`config.mk`:
```
export PLATFORM = sky130hd
export DESIGN_NAME = bsg_downstream_rx_multi
export DESIGN_NICKNAME = d
export VERILOG_FILES = /design/src/rtl/bsg_ds_rx_pkg.sv /design/src/rtl/bsg_ds_rx_chan_fifo.sv /design/src/rtl/bsg_downstream_rx_multi.sv
export SDC_FILE = /design/constraint.sdc
export NUM_CORES = 1
export LEC_CHECK = 0
export ABC_AREA = 1
export CAP_MARGIN = 25
export CORE_MARGIN = 3
export CORE_UTILIZATION = 25
export CTS_CLUSTER_SIZE = 28
export DETAILED_ROUTE_END_ITERATION = 8
export PLACE_DENSITY = 0.46
export SLEW_MARGIN = 20
export SYNTH_ARGS = -nofsm -noshare
export SYNTH_HDL_FRONTEND = slang
export SYNTH_SLANG_ARGS = --single-unit
```
`constraint.sdc`:
```
create_clock -name clk -period 3.79 [get_ports clk]
set_input_delay 0.758 -clock clk [delete_from_list [all_inputs] [get_ports clk]]
set_output_delay 0.758 -clock clk [all_outputs]
set_load 0.02 [all_outputs]
```
`src/rtl/bsg_ds_rx_pkg.sv`:
```
// Shared width helpers and parameter checks for the downstream rx channel.
package bsg_ds_rx_pkg;

  function automatic int core_w_f(input int nc, input int cw, input int beats);
    return nc * cw * beats;
  endfunction

  function automatic int ptr_w_f(input int depth);
    return (depth > 1) ? $clog2(depth) : 1;
  endfunction

  function automatic int occ_w_f(input int depth);
    return $clog2(depth) + 1;
  endfunction

  function automatic int tok_w_f(input int decim);
    return (decim > 1) ? $clog2(decim) : 1;
  endfunction

  function automatic bit params_ok_f(input int depth, input int beats,
                                     input int decim);
    return (depth > 0) && ((depth & (depth - 1)) == 0) &&
           (beats > 0) && (depth >= beats) &&
           (decim > 0) && ((decim % beats) == 0);
  endfunction

endpackage

```
`src/rtl/bsg_ds_rx_chan_fifo.sv`:
```
// Per-channel beat FIFO: one beat in per cycle, BEATS beats out per pop.
module bsg_ds_rx_chan_fifo
  import bsg_ds_rx_pkg::*;
#(
  parameter  int CH_W  = 8,
  parameter  int DEPTH = 32,
  parameter  int BEATS = 2,
  localparam int PW    = ptr_w_f(DEPTH),
  localparam int OW    = occ_w_f(DEPTH)
) (
  input  logic                  clk,
  input  logic                  rst_n,
  input  logic                  push_i,
  input  logic [CH_W-1:0]       data_i,
  input  logic                  pop_i,
  output logic [OW-1:0]         occ_o,
  output logic [BEATS*CH_W-1:0] rd_data_o
);

  localparam logic [OW-1:0] DEPTH_OCC = OW'(DEPTH);
  localparam logic [OW-1:0] BEATS_OCC = OW'(BEATS);

  logic [CH_W-1:0] mem_q [DEPTH];
  logic [PW-1:0]   wr_ptr_q, wr_ptr_d;
  logic [PW-1:0]   rd_ptr_q, rd_ptr_d;
  logic [OW-1:0]   occ_q, occ_d;
  logic            wr_en;

  // a pop in the same cycle frees room for the incoming beat
  assign wr_en = push_i && !((occ_q == DEPTH_OCC) && !pop_i);

  always_comb begin
    wr_ptr_d = wr_ptr_q;
    rd_ptr_d = rd_ptr_q;
    occ_d    = occ_q;
    if (wr_en) begin
      wr_ptr_d = wr_ptr_q + PW'(1);
      occ_d    = occ_d + OW'(1);
    end
    if (pop_i) begin
      rd_ptr_d = rd_ptr_q + PW'(BEATS);
      occ_d    = occ_d - BEATS_OCC;
    end
  end

  always_ff @(posedge clk or negedge rst_n) begin
    if (!rst_n) begin
      wr_ptr_q <= '0;
      rd_ptr_q <= '0;
      occ_q    <= '0;
    end else begin
      wr_ptr_q <= wr_ptr_d;
      rd_ptr_q <= rd_ptr_d;
      occ_q    <= occ_d;
    end
  end

  always_ff @(posedge clk) begin
    if (wr_en) mem_q[wr_ptr_q] <= data_i;
  end

  for (genvar b = 0; b < BEATS; b++) begin : g_rd
    assign rd_data_o[b*CH_W +: CH_W] = mem_q[rd_ptr_q + PW'(b)];
  end

  assign occ_o = occ_q;

endmodule

```
`src/rtl/bsg_downstream_rx_multi.sv`:
```
// Multi-channel downstream rx: beat FIFOs, word assembly, credit tokens.
// Define BSG_DS_RX_OVERFLOW_CHECK_EN for sticky per-channel overflow flags.
module bsg_downstream_rx_multi
  import bsg_ds_rx_pkg::*;
#(
  parameter  int NUM_CH      = 2,
  parameter  int CH_W        = 8,
  parameter  int BEATS       = 2,
  parameter  int DEPTH       = 32,
  parameter  int TOKEN_DECIM = 4,
  localparam int CORE_W      = core_w_f(NUM_CH, CH_W, BEATS)
) (
  input  logic                   clk,
  input  logic                   rst_n,
  input  logic [NUM_CH-1:0]      io_valid_i,
  input  logic [NUM_CH*CH_W-1:0] io_data_i,
  output logic [NUM_CH-1:0]      io_token_o,
  output logic [CORE_W-1:0]      core_data_o,
  output logic                   core_valid_o,
  input  logic                   core_yumi_i,
  output logic [NUM_CH-1:0]      overflow_o
);

  localparam int OW  = occ_w_f(DEPTH);
  localparam int TW  = tok_w_f(TOKEN_DECIM);
  localparam int TSW = TW + 1;
  localparam logic [OW-1:0]  BEATS_OCC = OW'(BEATS);
  localparam logic [OW-1:0]  DEPTH_OCC = OW'(DEPTH);
  localparam logic [TSW-1:0] BEATS_T   = TSW'(BEATS);
  localparam logic [TSW-1:0] DECIM_T   = TSW'(TOKEN_DECIM);

  if (!params_ok_f(DEPTH, BEATS, TOKEN_DECIM)) begin : g_bad_params
    $error("bsg_downstream_rx_multi: illegal DEPTH/BEATS/TOKEN_DECIM");
  end

  logic [OW-1:0]          occ     [NUM_CH];
  logic [BEATS*CH_W-1:0]  rd_data [NUM_CH];
  logic [NUM_CH-1:0]      have_beats;
  logic                   ready, load;
  logic [CORE_W-1:0]      data_q, data_d;
  logic                   valid_q, valid_d;
  logic [TW-1:0]          tok_cnt_q [NUM_CH];
  logic [TW-1:0]          tok_cnt_d [NUM_CH];
  logic [TSW-1:0]         tok_sum;
  logic [NUM_CH-1:0]      token_q, token_d;

  for (genvar c = 0; c < NUM_CH; c++) begin : g_ch
    bsg_ds_rx_chan_fifo #(
      .CH_W  (CH_W),
      .DEPTH (DEPTH),
      .BEATS (BEATS)
    ) u_fifo (
      .clk       (clk),
      .rst_n     (rst_n),
      .push_i    (io_valid_i[c]),
      .data_i    (io_data_i[c*CH_W +: CH_W]),
      .pop_i     (load),
      .occ_o     (occ[c]),
      .rd_data_o (rd_data[c])
    );
    assign have_beats[c] = (occ[c] >= BEATS_OCC);
  end

  assign ready = &have_beats;
  assign load  = ready && (!valid_q || core_yumi_i);

  always_comb begin
    data_d  = data_q;
    valid_d = valid_q;
    if (load) begin
      valid_d = 1'b1;
      for (int b = 0; b < BEATS; b++)
        for (int c = 0; c < NUM_CH; c++)
          data_d[(b*NUM_CH+c)*CH_W +: CH_W] = rd_data[c][b*CH_W +: CH_W];
    end else if (core_yumi_i) begin
      valid_d = 1'b0;
    end
  end

  // TOKEN_DECIM is a multiple of BEATS, so the sum lands exactly on it
  always_comb begin
    token_d = '0;
    tok_sum = '0;
    for (int c = 0; c < NUM_CH; c++) begin
      tok_cnt_d[c] = tok_cnt_q[c];
      if (load) begin
        tok_sum = {1'b0, tok_cnt_q[c]} + BEATS_T;
        if (tok_sum >= DECIM_T) begin
          tok_cnt_d[c] = '0;
          token_d[c]   = 1'b1;
        end else begin
          tok_cnt_d[c] = tok_sum[TW-1:0];
        end
      end
    end
  end

  always_ff @(posedge clk or negedge rst_n) begin
    if (!rst_n) begin
      data_q  <= '0;
      valid_q <= 1'b0;
      token_q <= '0;
      for (int c = 0; c < NUM_CH; c++) tok_cnt_q[c] <= '0;
    end else begin
      data_q  <= data_d;
      valid_q <= valid_d;
      token_q <= token_d;
      for (int c = 0; c < NUM_CH; c++) tok_cnt_q[c] <= tok_cnt_d[c];
    end
  end

`ifdef BSG_DS_RX_OVERFLOW_CHECK_EN
  logic [NUM_CH-1:0] ovf_q, ovf_d;

  always_comb begin
    ovf_d = ovf_q;
    for (int c = 0; c < NUM_CH; c++)
      if (io_valid_i[c] && (occ[c] == DEPTH_OCC) && !load)
        ovf_d[c] = 1'b1;
  end

  always_ff @(posedge clk or negedge rst_n) begin
    if (!rst_n) ovf_q <= '0;
    else        ovf_q <= ovf_d;
  end

  assign overflow_o = ovf_q;
`else
  assign overflow_o = '0;
`endif

  assign core_data_o  = data_q;
  assign core_valid_o = valid_q;
  assign io_token_o   = token_q;

endmodule

```
==> metrics.txt <==
critical-path cell list clkinv_2 -> buf_12 -> o21ai_0 -> o221ai_1 -> nand3_1 -> nand2_1 -> nand2_1 -> nand2_1; area share of the largest cell type after synthesis 0.660; sum of negative setup slack 0 ps; starting DRC count in detailed routing 1621; Max Freq 337 MHz; Post-CTS Resized 0; global placement routability congestion 0.814; R2R Path Start g_ch[1].u_fifo.rd_ptr_q[1]$_DFFE_PN0N_; Yosys cell types 31; clk sink count 579; CTS Hold Bufs 0; CTS root buffer clkbuf_16; fraction of registers with async set/reset 0.116; final period utilization 0.782; Syn. warnings 0; WP buf/inv 2; P_leak 9.09 nW; Worst R2R Path Depth 8; sequential area share after synthesis 0.732; CP max stage cell dfrtp_4; Worst setup startpoint g_ch[1].u_fifo.rd_ptr_q[1]$_DFFE_PN0N_; die width 311 um; DRC 0; status finished clean; Routed WL 64.9 mm; CTS tree yes; first-pass GRT wire length 97.2 mm; core footprint 92100 sq um; WP data required 4290 ps; crit-path max cell delay 730 ps; Post-Syn Area per Cell 12.7 sq um; row count 111; Layout Nets 1918; Pre-antenna DRT Iters 6; DRT antenna net count 0; Slew HR 0.327; Max Cap Viol 0; Mapped Cells 1837; RSZ-0062 raised after global routing false; CP dominant cell by count nand2_1; Top Ports 58; IO buf count 55; initial antenna violation count 0; synthesized cell area 23300 sq um; PwrDens 795 nW/um^2; crit end category register; WP data arrival 3460 ps; Worst-Margin Slew 1010 ps; most frequent cells after synthesis edfxtp_1, nor2_1, o21ai_0; number of global-route vias before repair 15100; post-layout util 0.297; Final Slew Violations 0; CP Launch Type register; Synth Flop Type edfxtp_1; clk_lat worst skew 630 ps; number of synthesized register bits 579; number of flops mapped to enable cells by yosys 512; diode count 0; Synth area leaders edfxtp_1, dfrtp_1, o21ai_0, nor2_1, o221ai_1; CP max FO 54; Area Overhead vs Synth 17.5%; Vias 14800; critical path class register to register; routed vias/inst 4.67; Overall Global Routing Usage 0.131; Final Skew 36.8 ps; H-tree depth 2; Worst Hold Class primary input to asynchronous set/reset pin; Hold Fails Final Rpt 0; Levels on crit path 8; flop2flop setup slack 830 ps; Max rail drop VDD 0.362 mV; leading area contributor after synthesis edfxtp_1; Initial Utilization 0.253; Post-CTS Setup Bufs 0; post-DP HPWL 40.3 mm; critical path endpoint core_data_o[9]$_DFFE_PN0N_; Clock Path Buffers 3; hold_ws 186 ps; reg2reg end core_data_o[9]$_DFFE_PN0N_; largest net degree at the start of global routing 97; final setup fails 0; Die Y 311 um; cts bufs inserted 60; Design Power 21.8 mW; area of the die 96900 sq um; total grt overflow 0; crit-path leading delay family buffers and inverters; Worst-path clk slew 60 ps; most frequent cell after synthesis edfxtp_1; drt wl/cell 20.5 um; layout cells sized above 1 0.0912; post-layout min period 2960 ps
-- final cells by class --
cell class / instances / area [sq um]
clock buffers: 81 / 1670
clock inverters: 32 / 514
fillers: 9220 / 64700
inverters: 39 / 149
multi-input cells: 1102 / 5550
flip-flops and latches: 579 / 17100
well taps: 1243 / 1560
repair buffers: 97 / 871
-- cell families after synthesis --
logic type / Yosys count / synth area share
AOI/OAI and AO/OA: 437 / 0.111
xor gates and xnor gates: 28 / 0.0105
adders and majority gates: 18 / 0.00967
buffers and inverters: 157 / 0.0302
DFF: 579 / 0.732
other: 1 / 0.000161
and+or+nand+nor: 617 / 0.107
-- per-layer routing --
metal | vias up | GRT usage | wire (um)
li1 | 6788 | - | -
met1 | 7421 | 0.181 | 28600
met2 | 538 | 0.214 | 30700
met3 | 84 | 0.0232 | 4370
met4 | 0 | 0.0316 | 1200
met5 | - | 0 | 0
-- worst min-delay path by stage --
| stage | endpoint | from | cells past startpoint | slack (ps) |
|---|---|---|---|---|
| CTS | core_data_o[3]$_DFFE_PN0N_ | rst_n | 1 | 190 |
| finish | core_data_o[3]$_DFFE_PN0N_ | rst_n | 1 | 190 |
| floorplan | core_data_o[0]$_DFFE_PN0N_ | rst_n | 0 | 460 |
| global route | core_data_o[3]$_DFFE_PN0N_ | rst_n | 1 | 220 |
| detailed placement | core_data_o[4]$_DFFE_PN0N_ | core_data_o[4]$_DFFE_PN0N_ | 2 | 470 |
| global placement | core_data_o[4]$_DFFE_PN0N_ | core_data_o[4]$_DFFE_PN0N_ | 2 | 470 |
-- registers in the layout, indices dropped and copies added (netlist names) --
register,cells
io_token_o,2
g_ch.u_fifo.occ_o,12
core_valid_o,1
g_ch.u_fifo.mem_q,512
g_ch.u_fifo.rd_ptr_q,8
tok_cnt_q,2
g_ch.u_fifo.wr_ptr_q,10
core_data_o,32
-- placed cells by master, fill, tap and decap left out, types with 4 or more instances in the layout --
master           Yosys  routed
buf_4               12      40
nand2_2              7       7
o21ai_0            274     274
clkbuf_1            70      12
ha_1                18      18
dfrtp_1             67      63
nand2_1            164     164
inv_1               32      31
clkdlybuf4s50_1      0      48
o21ai_1             30      30
nor2_1             358     358
clkinv_2             0       7
clkbuf_16            0      60
clkinvlp_4           0       7
o22ai_1             40      40
o221ai_1            88      88
clkinv_1             3       6
clkbuf_8             0       9
o21ai_2              4       4
xor2_1              28      28
nand3_1             73      73
bufinv_16            0      11
nor2_2               4       4
buf_2               29       6
edfxtp_1           512     512
-- stage by stage --
step,instances,area (sq um),setup WS [ps]
floorplan,1838,23300,1340
global placement,3060,25200,438
detailed placement,3060,25200,392
CTS,3173,27400,778
global route,3173,27400,619
finish,3173,27400,826
-- worst reg2reg max path, delay by kind of cell (launching register included) --
| family | cells | cell delay (ps) |
|---|---|---|
| AOI/OAI and AO/OA | 2 | 500 |
| DFF | 1 | 730 |
| and+or+nand+nor | 4 | 430 |
| buffers and inverters | 2 | 1160 |
-- power breakdown --
part	internal, mW	switching, mW	total, mW
sequential	7.68	0.600	8.28
clock	3.86	2.53	6.40
combinational	2.11	4.98	7.09
(Power assumes the default switching activity.)
